===== src/rtl/param_lfsr_shifter_pkg.sv =====
// -----------------------------------------------------------------------------
// shift_pkg
// Shared constants for param_lfsr_shifter:
//   - MODE_* : 2-bit shift-mode encodings carried on the mode port.
//   - ST_*   : burst-engine FSM state encodings.
// Optional feature macro used elsewhere in the block: LFSR_LOCKUP_GUARD_EN.
// -----------------------------------------------------------------------------
package shift_pkg;

  localparam logic [1:0] MODE_SHR  = 2'b00;
  localparam logic [1:0] MODE_SHL  = 2'b01;
  localparam logic [1:0] MODE_LFSR = 2'b10;
  localparam logic [1:0] MODE_ROR  = 2'b11;

  localparam logic [1:0] ST_IDLE  = 2'b00;
  localparam logic [1:0] ST_SHIFT = 2'b01;
  localparam logic [1:0] ST_DONE  = 2'b10;

endpackage


===== src/rtl/param_lfsr_shifter_if.sv =====
// -----------------------------------------------------------------------------
// param_lfsr_shifter_if
// Control/data bundle between a requester (master) and param_lfsr_shifter
// (slave).
//   mode   [1:0]      shift mode, sampled on an accepted start
//   load              parallel-load request (idle only)
//   p_in   [WIDTH-1:0] parallel load data
//   start             burst request (idle only)
//   len    [LEN_W-1:0] number of shifts in the burst
//   sin               serial input, used live every shift cycle
//   sout              serial output
//   status [WIDTH-1:0] register contents
//   busy              burst in progress
//   done              one-cycle completion pulse
// -----------------------------------------------------------------------------
interface param_lfsr_shifter_if #(
  parameter int WIDTH = 8,
  parameter int LEN_W = 8
);
  logic [1:0]       mode;
  logic             load;
  logic [WIDTH-1:0] p_in;
  logic             start;
  logic [LEN_W-1:0] len;
  logic             sin;
  logic             sout;
  logic [WIDTH-1:0] status;
  logic             busy;
  logic             done;

  modport master (
    output mode, load, p_in, start, len, sin,
    input  sout, status, busy, done
  );

  modport slave (
    input  mode, load, p_in, start, len, sin,
    output sout, status, busy, done
  );
endinterface


===== src/rtl/param_lfsr_shifter_step_logic.sv =====
// -----------------------------------------------------------------------------
// shift_step_logic
// Combinational next-register value for one shift step.
//   q_i    [WIDTH-1:0] current register value
//   mode_i [1:0]       latched shift mode
//   sin_i              serial input bit
//   q_o    [WIDTH-1:0] register value after one step
// Macro LFSR_LOCKUP_GUARD_EN: when defined, an LFSR step from the all-zero
// state reloads SEED so the generator cannot stay locked up.
// -----------------------------------------------------------------------------
module shift_step_logic
  import shift_pkg::*;
#(
  parameter int               WIDTH = 8,
  parameter logic [WIDTH-1:0] TAPS  = WIDTH'(8'hB8),
  parameter logic [WIDTH-1:0] SEED  = WIDTH'(8'h01)
) (
  input  logic [WIDTH-1:0] q_i,
  input  logic [1:0]       mode_i,
  input  logic             sin_i,
  output logic [WIDTH-1:0] q_o
);

  logic             fb;
  logic [WIDTH-1:0] lfsr_nxt;

  assign fb = ^(q_i & TAPS);

`ifdef LFSR_LOCKUP_GUARD_EN
  assign lfsr_nxt = (q_i == '0) ? SEED : {fb, q_i[WIDTH-1:1]};
`else
  assign lfsr_nxt = {fb, q_i[WIDTH-1:1]};
`endif

  always_comb begin
    q_o = q_i;
    case (mode_i)
      MODE_SHR:  q_o = {sin_i, q_i[WIDTH-1:1]};
      MODE_SHL:  q_o = {q_i[WIDTH-2:0], sin_i};
      MODE_LFSR: q_o = lfsr_nxt;
      MODE_ROR:  q_o = {q_i[0], q_i[WIDTH-1:1]};
      default:   q_o = q_i;
    endcase
  end

endmodule


===== src/rtl/param_lfsr_shifter.sv =====
// -----------------------------------------------------------------------------
// param_lfsr_shifter
// WIDTH-bit shift register with parallel load and four shift modes
// (SHR, SHL, Fibonacci LFSR, ROR), plus a start/len burst engine that runs
// len shifts autonomously and pulses done when finished.
//   clk    rising-edge clock
//   reset  asynchronous, active-low reset
//   bus    param_lfsr_shifter_if slave port (mode/load/p_in/start/len/sin in,
//          sout/status/busy/done out)
// Macro LFSR_LOCKUP_GUARD_EN (see shift_step_logic): all-zero LFSR recovery.
// -----------------------------------------------------------------------------
module param_lfsr_shifter
  import shift_pkg::*;
#(
  parameter int               WIDTH = 8,
  parameter int               LEN_W = 8,
  parameter logic [WIDTH-1:0] TAPS  = WIDTH'(8'hB8),
  parameter logic [WIDTH-1:0] SEED  = WIDTH'(8'h01)
) (
  input logic                  clk,
  input logic                  reset,
  param_lfsr_shifter_if.slave  bus
);

  logic [WIDTH-1:0] q_q,     q_d;
  logic [1:0]       mode_q,  mode_d;
  logic [1:0]       state_q, state_d;
  logic [LEN_W-1:0] cnt_q,   cnt_d;
  logic [WIDTH-1:0] step_q;

  shift_step_logic #(
    .WIDTH (WIDTH),
    .TAPS  (TAPS),
    .SEED  (SEED)
  ) u_step (
    .q_i    (q_q),
    .mode_i (mode_q),
    .sin_i  (bus.sin),
    .q_o    (step_q)
  );

  always_comb begin
    q_d     = q_q;
    mode_d  = mode_q;
    cnt_d   = cnt_q;
    state_d = state_q;
    case (state_q)
      ST_IDLE: begin
        // load wins over start; a coincident start is simply dropped
        if (bus.load) begin
          q_d = bus.p_in;
        end else if (bus.start) begin
          mode_d  = bus.mode;
          cnt_d   = bus.len;
          state_d = (bus.len == '0) ? ST_DONE : ST_SHIFT;
        end
      end
      ST_SHIFT: begin
        q_d   = step_q;
        cnt_d = cnt_q - LEN_W'(1);
        if (cnt_q == LEN_W'(1)) state_d = ST_DONE;
      end
      ST_DONE: state_d = ST_IDLE;
      default: state_d = ST_IDLE;
    endcase
  end

  always_ff @(posedge clk or negedge reset) begin
    if (!reset) begin
      q_q     <= SEED;
      mode_q  <= MODE_SHR;
      cnt_q   <= '0;
      state_q <= ST_IDLE;
    end else begin
      q_q     <= q_d;
      mode_q  <= mode_d;
      cnt_q   <= cnt_d;
      state_q <= state_d;
    end
  end

  // SHL streams out of the MSB; every other mode streams out of the LSB
  assign bus.sout   = (mode_q == MODE_SHL) ? q_q[WIDTH-1] : q_q[0];
  assign bus.status = q_q;
  assign bus.busy   = (state_q == ST_SHIFT);
  assign bus.done   = (state_q == ST_DONE);

endmodule


===== src/flat_wrapper.sv =====
// flat-port wrapper written by rule: the top's interface ports become plain ports
module param_lfsr_shifter_flat import shift_pkg::*;
#(
  parameter int               WIDTH = 8,
  parameter int               LEN_W = 8,
  parameter logic [WIDTH-1:0] TAPS  = WIDTH'(8'hB8),
  parameter logic [WIDTH-1:0] SEED  = WIDTH'(8'h01)
)
  (clk, reset, bus_mode, bus_load, bus_p_in, bus_start, bus_len, bus_sin, bus_sout, bus_status, bus_busy, bus_done);
  param_lfsr_shifter_if #(.WIDTH(WIDTH), .LEN_W(LEN_W)) bus_i ();
  input logic clk;
  input logic reset;
  input wire logic [$bits(bus_i.mode)-1:0] bus_mode;
  input wire logic [$bits(bus_i.load)-1:0] bus_load;
  input wire logic [$bits(bus_i.p_in)-1:0] bus_p_in;
  input wire logic [$bits(bus_i.start)-1:0] bus_start;
  input wire logic [$bits(bus_i.len)-1:0] bus_len;
  input wire logic [$bits(bus_i.sin)-1:0] bus_sin;
  output wire logic [$bits(bus_i.sout)-1:0] bus_sout;
  output wire logic [$bits(bus_i.status)-1:0] bus_status;
  output wire logic [$bits(bus_i.busy)-1:0] bus_busy;
  output wire logic [$bits(bus_i.done)-1:0] bus_done;
  assign bus_i.mode = bus_mode;
  assign bus_i.load = bus_load;
  assign bus_i.p_in = bus_p_in;
  assign bus_i.start = bus_start;
  assign bus_i.len = bus_len;
  assign bus_i.sin = bus_sin;
  assign bus_sout = bus_i.sout;
  assign bus_status = bus_i.status;
  assign bus_busy = bus_i.busy;
  assign bus_done = bus_i.done;
  param_lfsr_shifter #(.WIDTH(WIDTH), .LEN_W(LEN_W), .TAPS(TAPS), .SEED(SEED)) u_core (.clk(clk), .reset(reset), .bus(bus_i));
endmodule

===== config.mk =====
export PLATFORM = sky130hd
export DESIGN_NAME = param_lfsr_shifter_flat
export DESIGN_NICKNAME = d
export VERILOG_FILES = /design/src/rtl/param_lfsr_shifter_pkg.sv /design/src/rtl/param_lfsr_shifter_if.sv /design/src/rtl/param_lfsr_shifter_step_logic.sv /design/src/rtl/param_lfsr_shifter.sv /design/src/flat_wrapper.sv
export SDC_FILE = /design/constraint.sdc
export NUM_CORES = 1
export LEC_CHECK = 0
export ABC_AREA = 1
export BUFFER_PORTS_ARGS = -buffer_cell sky130_fd_sc_hd__buf_2
export CAP_MARGIN = 20
export CORE_ASPECT_RATIO = 2
export CORE_MARGIN = 3
export CORE_UTILIZATION = 40
export CTS_CLUSTER_SIZE = 20
export DETAILED_ROUTE_END_ITERATION = 7
export MAX_ROUTING_LAYER = met4
export PLACE_DENSITY = 0.72
export SLEW_MARGIN = 0
export SYNTH_ARGS = -nofsm -noshare
export SYNTH_HDL_FRONTEND = slang
export SYNTH_SLANG_ARGS = --single-unit

===== constraint.sdc =====
create_clock -name clk -period 3.61 [get_ports clk]
set_clock_uncertainty 0.05 [all_clocks]
set_input_delay 0.361 -clock clk [delete_from_list [all_inputs] [get_ports clk]]
set_output_delay 0.361 -clock clk [all_outputs]
set_load 0.02 [all_outputs]

Word level (Yosys, flattened, before mapping)

Index checks and enable logic that the tools add are counted.

Add/sub/neg operators: 1
Equal/unequal tests: 10
Muxes and demuxes: 12
Bitwise gates (word level): 1
Reduce and logical (&&, ||, !) cells: 9

Operators by type and width:

| cell                | count |
|---|---|
| $pmux 8 s2          | 2 |
| $pmux 8 s4          | 1 |
| $mux 8              | 3 |
| $reduce_and 3->1    | 3 |
| $eq 8x1->1 const B  | 1 |
| $logic_not 8->1     | 1 |
| $mux 2              | 4 |
| $reduce_xor 8->1    | 1 |
| $sub 8x1->8 const B | 1 |
| $eq 2x2->1 const B  | 3 |
| $ne 2x2->1 const B  | 3 |
| $eq 2x1->1 const B  | 2 |
| $logic_not 2->1     | 2 |
| $pmux 2 s2          | 1 |
| $ne 2x1->1 const B  | 1 |
| $reduce_and 2->1    | 1 |
| $reduce_bool 2->1   | 1 |
| $mux 1              | 1 |
| $not 1->1           | 1 |

Flip-flop bits (word level): 20
Bits of input ports: 23
Output and inout port bits: 11
Word-level logic and storage cells: 37

Logic depth before layout (Yosys ltp)

Gate-level depths: netlist (run 1).

Depth in word-level cells: 5
Depth in mapped cells: 9
Mapped depth without buffers: 9

By module

A second synthesis (run 1) with hierarchy kept.

Cell total of the unflattened synthesis: 196
Area total of the unflattened synthesis: 1396.3 µm²

By module, submodules not included:

| module             | times used | cells an instance | area each (µm²) | sequential area each (µm²) |
|---|---|---|---|---|
| param_lfsr_shifter | 1          | 158               | 1202.4          | 501.7 |
| shift_step_logic   | 1          | 38                | 193.9           | 0.0 |

Worst setup path before layout (run 1)

Ideal clock, no wire load.

Kind: register to output
Start point: reg u_core.mode_q[1]
End point: out bus_sout
Data arrival time: 1.254 ns
Data required time: 3.199 ns
Path slack: 1.945 ns
Stages on the path, launching flop included: 5
Path buffers: 1
Path through: dfrtp_1 -> inv_1 -> nand2_2 -> buf_4 -> o21ai_0

Cells in the longest elaborated chain, start to end: 2

RTL lines:

| what                     | RTL line                 | RTL |
|---|---|---|
| start: declaration       | param_lfsr_shifter.sv:26 | `logic [1:0] mode_q, mode_d;` |
| start signal: assignment | param_lfsr_shifter.sv:76 | `mode_q <= mode_d;` |
| $eq 2x1->1               | param_lfsr_shifter.sv:83 | `assign bus.sout = (mode_q == MODE_SHL) ? q_q[WIDTH-1] : q_q[0];` |
| $mux 1                   | param_lfsr_shifter.sv:83 |  |
| end: declaration         | flat_wrapper.sv:19       | `output wire logic [$bits(bus_i.sout)-1:0] bus_sout;` |

Every way passes these cells.

Worst setup path in the final report (run 1)

Ends and elaborated chain as after synthesis.

==> impl_metrics.csv, run 1 <==
group,metric,value,unit
synth,synth.ff_latch_count,20,
synth,syn-num-nets,216,
floorplanning,start_util,42.35,%
critical_path,worstPathRequired,3200,ps
clock_network,cts_post_setup_buffers_inserted,0,
critical_path,worstSetupPathType,"flop to output port",
timing,slew-limit-headroom,50.64,%
global_route,vias_in_the_first_global_route,1197,
critical_path,critical_path_s_largest_stage_delay,390,ps
placed_design,place.gp.congestion,0.8653,
placed_design,place.port_buffers,33,
job,max_cap_viol_count,0,
global_route,maximum_number_of_pins_on_one_net_before_global_route_repair,21,
clock_network,cts.htree.levels,1,
detailed_routing,totalWireLength,3341,um
power_and_ir_drop,pwr_density_cell,1029,nW/um2
synth,netlist_instances,191,
timing,fmaxAchievable,566.4,MHz
floorplanning,placement_rows,29,
placed_design,dp.final_hpwl,2608,um
synth,yosys.area.top_type_share,34.77,%
synth,arithmetic_cell_share_of_the_synthesized_area_counting_full_adders_half_adders_and_majority_gates,1.830,%
global_route,first_pass_grt_wire_length,5181,um
status,failed_checks,"negative hold slack",
timing,layout_min_cycle_time,1766,ps
synth,synth.yosys.seq_area_share,36.69,%
cells_and_area,drive_above_1_share,25.45,%
clock_network,numCtsBuffers,3,
critical_path,worstSetupStartpointType,"flop",
critical_path,critPathSlowestCell,"dfrtp_1",
floorplanning,die_h,88.69,um
timing,max_slew.worst_pin.slew,740.3,ps
clock_network,clock_latency,260,ps
synth,netlist_area,1368,um2
power_and_ir_drop,leakagePower,0.8318,nW
synth,synth_mux_area_share,0,%
global_route,grt_antenna_before_repair,0,
timing,final_report_setup_violation_count,0,
synth,xor_xnor_cell_area_share_of_the_yosys_netlist,0,%
timing,grt_setup_unrepaired,"no",
cells_and_area,fin_cells,255,
critical_path,critical_path_peak_fanout,16,
timing,finalHoldViolCount,13,
synth,yosysTopAreaCell,"dfrtp_1",
critical_path,worst-endpoint-arrival,1350,ps
detailed_routing,drt_drc_violations_left,0,
cells_and_area,area.growth.synth_to_final,15.92,%
clock_network,cts.reportedPaths.clkPinSlew,80,ps
global_route,gr-total-overflow,0,
cells_and_area,n_antenna_cell,0,
clock_network,tritoncts_num_sinks,20,
floorplanning,floorplan.die_area,4199,um2
synth,synth_top_family_by_area,"compound AO/OA/AOI/OAI gates",
clock_network,cts_root_buffer,"clkbuf_8",
synth,synth_cell_type_count,23,
clock_network,cts_tree,"yes",
detailed_routing,detailroute.via_count,1321,
critical_path,endpoint_kind,"output port",
clock_network,clockBufferDepth,2,
floorplanning,design.core.area,3229,um2
timing,total_negative_slack,0,ps
status,outcome,"finished, violations left",
detailed_routing,drt_iter0_drc,17,
timing,period_share,48.91,%
critical_path,path_cells,"inv_1 > nand2_2 > o21ai_0 > buf_2",
power_and_ir_drop,max-vdd-ir-drop,0.4233,mV
timing,whs,-9.811,ps
clock_network,cts_repair_resizes,0,
detailed_routing,drtAntennaViolNets,0,
synth,ys_top_cells_by_area,"dfrtp_1, nand2_1, inv_1",
synth,postSynthAreaPerCell,7.160,um2
synth,synth_compound_gate_area_share,25.34,%
hold_path,path_category_of_the_worst_min_delay_check,"input pin to async pin",
timing,final-max-slew-violation-count,0,
clock_network,cts-hold-fix-buffers,0,
floorplanning,die_width,47.35,um
synth,ys.warnings.count,0,
detailed_routing,detail_route.wl_per_cell,13.10,um
cells_and_area,final_standard_cell_utilization_of_the_core,49.09,%
synth,synth_simple_gate_area_share,25.25,%
global_route,grtUsageTotal,18.00,%
detailed_routing,detail_route.first_pass.iterations,5,
placed_design,post-place-cells,251,
cells_and_area,finish.net_count,250,
detailed_routing,post_drt_via_cell_ratio,5.180,
floorplanning,io_pins,34,
-- stage by stage --
stage | hold WS (ps) | setup slack, ps | total power [mW] | instance area [um2]
after floorplan | 15.41 | 1945 | 1.268 | 1368
after global placement | 292.6 | 2136 | 1.449 | 1530
after detailed placement | 290.9 | 2124 | 1.465 | 1530
after CTS | 0.8143 | 1844 | 1.644 | 1585
after global routing | 15.23 | 1680 | 1.803 | 1585
final | -9.811 | 1844 | 1.631 | 1585
-- where the power goes --
part           internal (mW)  total, mW  switching (mW)
logic                  0.341      0.992           0.651
registers              0.351      0.465           0.114
clock network         0.0972      0.173          0.0762
total                  0.789       1.63           0.842
-- metal layers --
metal / up-vias / wire, um / GRT usage [%]
met5: - / 0 / -
met4: 0 / 92 / 9.320
met3: 7 / 160 / 2.648
met2: 36 / 1840 / 31.54
met1: 591 / 1248 / 17.88
li1: 687 / - / -
-- worst paths after layout --
path,end,from,slack [ps],cells past startpoint
worst max-delay path,bus_sout,u_core.mode_q[1],1840,4
worst min-delay path,u_core.bus.status[4],reset,-10,1
worst max register to register,u_core.bus.status[5],u_core.state_q[0],2110,3
min in group clk,u_core.mode_q[0],bus_mode[0],300,3
max in group asynchronous,u_core.bus.status[0],reset,3170,1
worst min register to register,u_core.cnt_q[7],u_core.cnt_q[7],460,2
-- cells by family (layout without fill, tap and decap cells) --
group	count (synthesis)	in the layout
buffers and inverters	32	65
flip-flops	20	20
adder cells (fa/ha/maj)	2	2
AO/OA/AOI/OAI	53	53
AND/OR/NAND/NOR	84	84
-- cell type report --
cell class,instances,area (um2)
Timing Repair Buffer,33,165.2
Clock buffer,4,55.05
Fill cell,348,1644
Tap cell,31,38.79
Inverter,28,107.6
Multi-Input combinational cell,139,716.9
Sequential cell,20,501.7
-- critical path: cells and delay by family (launching register included) --
kind | cells | cell delay, ps
AOI/OAI and AO/OA | 1 | 200
buffers and inverters | 2 | 300
DFF | 1 | 390
and+or+nand+nor | 1 | 210
-- cell usage in the layout, fill, tap and decap left out, types with 2 or more instances in the layout --
cell type	count
a21oi_1	16
a21oi_2	6
a22oi_1	2
a22oi_2	5
buf_2	33
clkbuf_8	4
dfrtp_1	19
ha_1	2
inv_1	26
nand2_1	51
nand3_1	10
nand4_1	2
nor2_1	18
o211ai_1	2
o21ai_0	12
o21ai_1	7
o21ai_2	3
-- synthesized netlist by cell type (all sizes together) --
cell and count:
a21oi 22, a22oi 7, buf 4, dfrtp 19, dfstp 1, ha 2
inv 28, nand2 53, nand3 10, nand4 2, nor2 19, o211ai 2
o21ai 22
-- flip-flops by register name (all words and copies together) (netlist names) --
| register | count |
|---|---|
| u_core.state_q | 2 |
| u_core.cnt_q | 8 |
| u_core.mode_q | 2 |
| u_core.bus.status | 8 |
(Power assumes the default switching activity.)
==> inputs of run 2 (changes only) <==
PLACE_DENSITY = 0.74   (was 0.72)
clock period = 1.6 ns   (was 3.61 ns; I/O delays follow)
==> run 2 against run 1 <==
Net effect: the flow now finishes without violations; register-to-register slack lost 2000 ps; non-clock buffer count grew 3; routed wire length grew 4.2%; critical path depth is the same; sequential share of layout area shrank 0.49 points; critical path type unchanged; highest routed layer unchanged.
==> impl_metrics.csv, run 2 (synthesis results as in run 1) <==
group,metric,value,unit
status,outcome,"finished, final reports clean",
detailed_routing,drt_iter0_drc,59,
critical_path,critPathSlowestCell,"dfrtp_1",
power_and_ir_drop,leakagePower,0.8454,nW
clock_network,numCtsBuffers,3,
clock_network,cts_root_buffer,"clkbuf_8",
hold_path,path_category_of_the_worst_min_delay_check,"input pin to flop",
clock_network,cts_tree,"yes",
power_and_ir_drop,max-vdd-ir-drop,1.106,mV
critical_path,ff2ff_path_depth,6,
placed_design,dp.final_hpwl,2736,um
critical_path,critical_path_s_largest_stage_delay,390,ps
timing,layout_min_cycle_time,1509,ps
global_route,gr-total-overflow,0,
floorplanning,io_pins,34,
detailed_routing,detail_route.wl_per_cell,13.49,um
critical_path,worst-endpoint-arrival,1300,ps
critical_path,path_cells,"inv_1 > nand2_4 > o21ai_0 > buf_2",
detailed_routing,drtAntennaViolNets,0,
timing,final_report_setup_violation_count,0,
detailed_routing,totalWireLength,3481,um
clock_network,clockBufferDepth,2,
floorplanning,start_util,42.35,%
placed_design,place.port_buffers,33,
cells_and_area,area.growth.synth_to_final,17.75,%
timing,slew-limit-headroom,68.76,%
critical_path,cp_num_buf_inv,2,
cells_and_area,drive_above_1_share,25.55,%
timing,final-max-slew-violation-count,0,
clock_network,cts.htree.levels,1,
clock_network,cts.reportedPaths.clkPinSlew,80,ps
clock_network,tritoncts_num_sinks,20,
floorplanning,die_width,47.35,um
power_and_ir_drop,pwr_density_cell,2324,nW/um2
global_route,first_pass_grt_wire_length,5823,um
floorplanning,placement_rows,29,
timing,fmaxAchievable,662.9,MHz
floorplanning,die_h,88.69,um
global_route,grt_antenna_before_repair,0,
global_route,vias_in_the_first_global_route,1362,
floorplanning,design.core.area,3229,um2
timing,grt_setup_unrepaired,"yes",
hold_path,hold_path_depth,3,
critical_path,worstSetupPathType,"flop to output port",
detailed_routing,drt_drc_violations_left,0,
critical_path,critical_path_peak_fanout,16,
timing,finalHoldViolCount,0,
timing,period_share,94.28,%
cells_and_area,n_antenna_cell,0,
detailed_routing,detailroute.via_count,1381,
power_and_ir_drop,totalPowerFinal,3.742,mW
placed_design,place.gp.congestion,0.9154,
cells_and_area,fin_cells,258,
critical_path,worstSetupStartpointType,"flop",
critical_path,worstPathRequired,1390,ps
cells_and_area,finish.net_count,253,
detailed_routing,detail_route.first_pass.iterations,4,
detailed_routing,post_drt_via_cell_ratio,5.353,
timing,max_slew.worst_pin.slew,468.5,ps
placed_design,post-place-cells,253,
critical_path,critical_path_cell_count,4,
timing,total_negative_slack,0,ps
cells_and_area,most-common-layout-cells,"nand2_1, buf_2, inv_1",
floorplanning,floorplan.die_area,4199,um2
cells_and_area,layout_commonest_cell,"nand2_1",
clock_network,clock_latency,260,ps
job,max_cap_viol_count,0,
global_route,grtUsageTotal,19.59,%
global_route,maximum_number_of_pins_on_one_net_before_global_route_repair,21,
critical_path,endpoint_kind,"output port",
critical_path,critPathTopFamily,"flip-flops",
## run 2: cell count changes in the layout (fill, tap and decap cells not counted)
cell | before | now
buf_4 | 0 | 2
clkbuf_1 | 0 | 1
clkbuf_8 | 4 | 3
dlygate4sd3_1 | 0 | 1
inv_4 | 1 | 0
inv_8 | 0 | 1
nand2_2 | 1 | 0
nand2_4 | 1 | 2
## run 2: cell type report
type / instances / area, um2
well taps: 31 / 38.79
flip-flops and latches: 20 / 501.7
inverters: 28 / 112.6
multi-input cells: 139 / 721.9
clock buffers: 4 / 45.04
repair buffers: 36 / 190.2
fillers: 340 / 1619
## run 2: path summary, 6_finish.rpt
kind | startpoint | endpoint | slack [ps]
worst max-delay path | u_core.mode_q[1] | bus_sout | 90
worst min-delay path | bus_mode[1] | u_core.mode_q[1] | 90
worst max register to register | u_core.state_q[0] | u_core.cnt_q[5] | 160
worst min register to register | u_core.cnt_q[7] | u_core.cnt_q[7] | 470
max in group asynchronous | reset | u_core.bus.status[0] | 820
min in group asynchronous | reset | u_core.bus.status[4] | 320
## run 2: power by group
group          switching (mW)  total, mW  leakage (nW)  internal, mW
Combinational            1.52       2.33         0.589         0.817
Sequential              0.261       1.05         0.233         0.791
Clock                   0.178      0.356        0.0228         0.178
## run 2: tightest hold or removal path, cell delays in order
cell     delay (ps)
buf_2            80
nor2_1           30
a21oi_1          90
## run 2: stage by stage
stage | worst slack, ps | instance area [um2] | hold slack, ps | util [%]
after floorplan | 136.4 | 1368 | -185.6 | -
after global placement | 198.0 | 1545 | 92.28 | 47.85
after detailed placement | 138.8 | 1545 | 94.99 | 47.85
after CTS | 4.331 | 1600 | 100.9 | 49.55
after global routing | -0.9424 | 1610 | 104.0 | 49.86
final | 91.46 | 1610 | 94.42 | 49.86
## run 2: what timing repair did
action / 4_1_cts / 5_1_grt
endpoints found under the setup margin: 0 / 3
resized for setup: 0 / 3
setup buffers: 0 / 0
endpoints found under the hold margin: 19 / 0
hold buffers: 1 / 0
## run 2: metal layers
metal  vias to the layer above  GRT usage, %  wire length (um)
met3                         7         1.629               132
li1                        694             -                 -
met1                       644         19.37              1304
met4                         0         7.305                70
met5                         -             -                 0
met2                        36         36.55              1974
==> inputs of run 3 (changes only) <==
PLACE_DENSITY = 0.72   (was 0.74)
clock period = 1.89 ns   (was 1.6 ns; I/O delays follow)
==> run 3 against run 2 <==
Net effect: cell count is 0.39% lower; sequential power fell by 15%; sequential share of layout area up 0.15 points; worst setup slack better by 150 ps; global-route usage shrank 0.26 points; critical path type unchanged; highest routed layer unchanged.
==> impl_metrics.csv, run 3 (synthesis results as in run 1) <==
group,metric,value,unit
status,outcome,"finished, final reports clean",
cells_and_area,fin_cells,257,
timing,finalHoldViolCount,0,
power_and_ir_drop,comb_power_share,61.1,%
timing,period_share,87.32,%
cells_and_area,fillers,335,
clock_network,cts_tree,"yes",
clock_network,cts_root_buffer,"clkbuf_8",
timing,grt_setup_unrepaired,"no",
power_and_ir_drop,p_int,1.524,mW
floorplanning,die_h,88.69,um
cells_and_area,finish.net_count,252,
clock_network,tritoncts_num_sinks,20,
timing,slew-limit-headroom,68.01,%
detailed_routing,detailroute.via_count,1364,
global_route,grt_antenna_before_repair,0,
floorplanning,start_util,42.35,%
power_and_ir_drop,power.share.clock,10.6,%
global_route,maximum_number_of_pins_on_one_net_before_global_route_repair,21,
timing,total_negative_slack,0,ps
critical_path,worstSetupStartpointType,"flop",
placed_design,dp.final_hpwl,2747,um
clock_network,cts.htree.levels,1,
timing,final-max-slew-violation-count,0,
critical_path,worst-endpoint-arrival,1410,ps
detailed_routing,totalWireLength,3514,um
timing,final_report_setup_violation_count,0,
critical_path,cp_num_buf_inv,2,
power_and_ir_drop,max-vdd-ir-drop,0.8549,mV
cells_and_area,drive_above_1_share,25.66,%
detailed_routing,post_drt_via_cell_ratio,5.307,
critical_path,worstSetupPathType,"flop to output port",
power_and_ir_drop,leakagePower,0.8409,nW
critical_path,critPathSlowestCell,"dfrtp_1",
placed_design,place.port_buffers,33,
clock_network,numCtsBuffers,3,
floorplanning,placement_rows,29,
detailed_routing,detail_route.wl_per_cell,13.67,um
global_route,grtUsageTotal,19.33,%
global_route,vias_in_the_first_global_route,1383,
placed_design,post-place-cells,252,
clock_network,cts_post_setup_buffers_inserted,0,
critical_path,path_cells,"inv_1 > nand2_2 > o21ai_0 > buf_2",
clock_network,cts_repair_resizes,0,
floorplanning,design.core.area,3229,um2
clock_network,clockBufferDepth,2,
hold_path,path_category_of_the_worst_min_delay_check,"input pin to flop",
global_route,gr-total-overflow,0,
floorplanning,io_pins,34,
power_and_ir_drop,seq_power_share,28.3,%
cells_and_area,area.growth.synth_to_final,17.20,%
critical_path,critPathTopFamily,"flip-flops",
floorplanning,floorplan.die_area,4199,um2
detailed_routing,drt_drc_violations_left,0,
global_route,first_pass_grt_wire_length,5658,um
clock_network,clock_latency,270,ps
critical_path,endpoint_kind,"output port",
power_and_ir_drop,p_sw,1.646,mW
timing,max_slew.worst_pin.slew,479.9,ps
detailed_routing,detail_route.first_pass.iterations,4,
critical_path,critical_path_s_largest_stage_delay,400,ps
cells_and_area,most-common-layout-cells,"nand2_1, buf_2, inv_1",
critical_path,critical_path_peak_fanout,16,
floorplanning,die_width,47.35,um
detailed_routing,drtAntennaViolNets,0,
cells_and_area,layout_commonest_cell,"nand2_1",
power_and_ir_drop,pwr_density_cell,1978,nW/um2
cells_and_area,n_antenna_cell,0,
detailed_routing,drt_iter0_drc,34,
job,max_cap_viol_count,0,
clock_network,cts.reportedPaths.clkPinSlew,70,ps
placed_design,place.gp.congestion,0.9311,
timing,layout_min_cycle_time,1650,ps
timing,fmaxAchievable,606.0,MHz
power_and_ir_drop,power.share.switching,51.92,%
critical_path,worstPathRequired,1650,ps
==> run 3: cell count changes in the layout (fill, tap and decap cells not counted), sizes merged <==
cell,change
buf,-1
==> run 3: layout make-up <==
| cell class | instances | area, um2 | area share, % |
|---|---|---|---|
| sequential | 20 | 501.7 | 31.30 |
| clock buffer | 4 | 55.05 | 3.435 |
| tap | 31 | 38.79 | 2.420 |
| inverter | 28 | 107.6 | 6.713 |
| timing repair buffer | 35 | 182.7 | 11.40 |
| multi-input combinational | 139 | 716.9 | 44.73 |
==> run 3: routing by layer <==
layer	track usage (%)	wire [um]	part of all wire [%]	vias up
met5	-	0	0	-
met4	10.83	74	2.1	0
met3	2.240	155	4.4	7
met2	35.21	2000	57	44
met1	17.78	1283	37	617
li1	-	-	-	696
==> run 3: final timing paths <==
check                                   from                   end  slack (ps)  cells after the start
max                         u_core.mode_q[1]              bus_sout         240                      4
min                              bus_mode[0]      u_core.mode_q[0]         130                      3
max reg2reg                u_core.state_q[1]       u_core.cnt_q[6]         420                      7
min reg2reg                  u_core.cnt_q[7]       u_core.cnt_q[7]         480                      2
max in group asynchronous              reset  u_core.bus.status[0]        1070                      2
min in group asynchronous              reset  u_core.bus.status[4]         360                      2
==> run 3: what timing repair did <==
item,4_1_cts,5_1_grt
endpoints found under the hold margin,19,0
endpoints found under the setup margin,0,0
hold buffers,1,0
==> run 3: worst reg2reg max path: cells and delay by family (launching register included) <==
| kind | cells | cell delay, ps |
|---|---|---|
| AOI/OAI and AO/OA | 1 | 80 |
| buffers and inverters | 2 | 220 |
| DFF | 1 | 410 |
| and+or+nand+nor | 4 | 610 |
==> run 3: per-stage QoR <==
step	utilization [%]	cell area (um2)	power [mW]	hold slack, ps	setup slack [ps]
floorplan	-	1368	2.421	-156.6	397.4
global placement	47.62	1538	2.818	121.1	444.4
detailed placement	47.62	1538	2.844	127.8	422.9
CTS	49.63	1603	3.185	138.4	246.9
global route	49.63	1603	3.512	133.9	141.5
finish	49.63	1603	3.170	130.4	239.7
==> run 3: power groups by stage <==
stage | Clock (mW) | Combinational, mW | Sequential, mW
2_1_floorplan | 0 | 1.46 | 0.959
3_3_place_gp | 0 | 1.93 | 0.891
3_5_place_dp | 0 | 1.95 | 0.897
4_1_cts | 0.340 | 1.95 | 0.892
5_1_grt | 0.365 | 2.22 | 0.927
6_report | 0.337 | 1.94 | 0.897
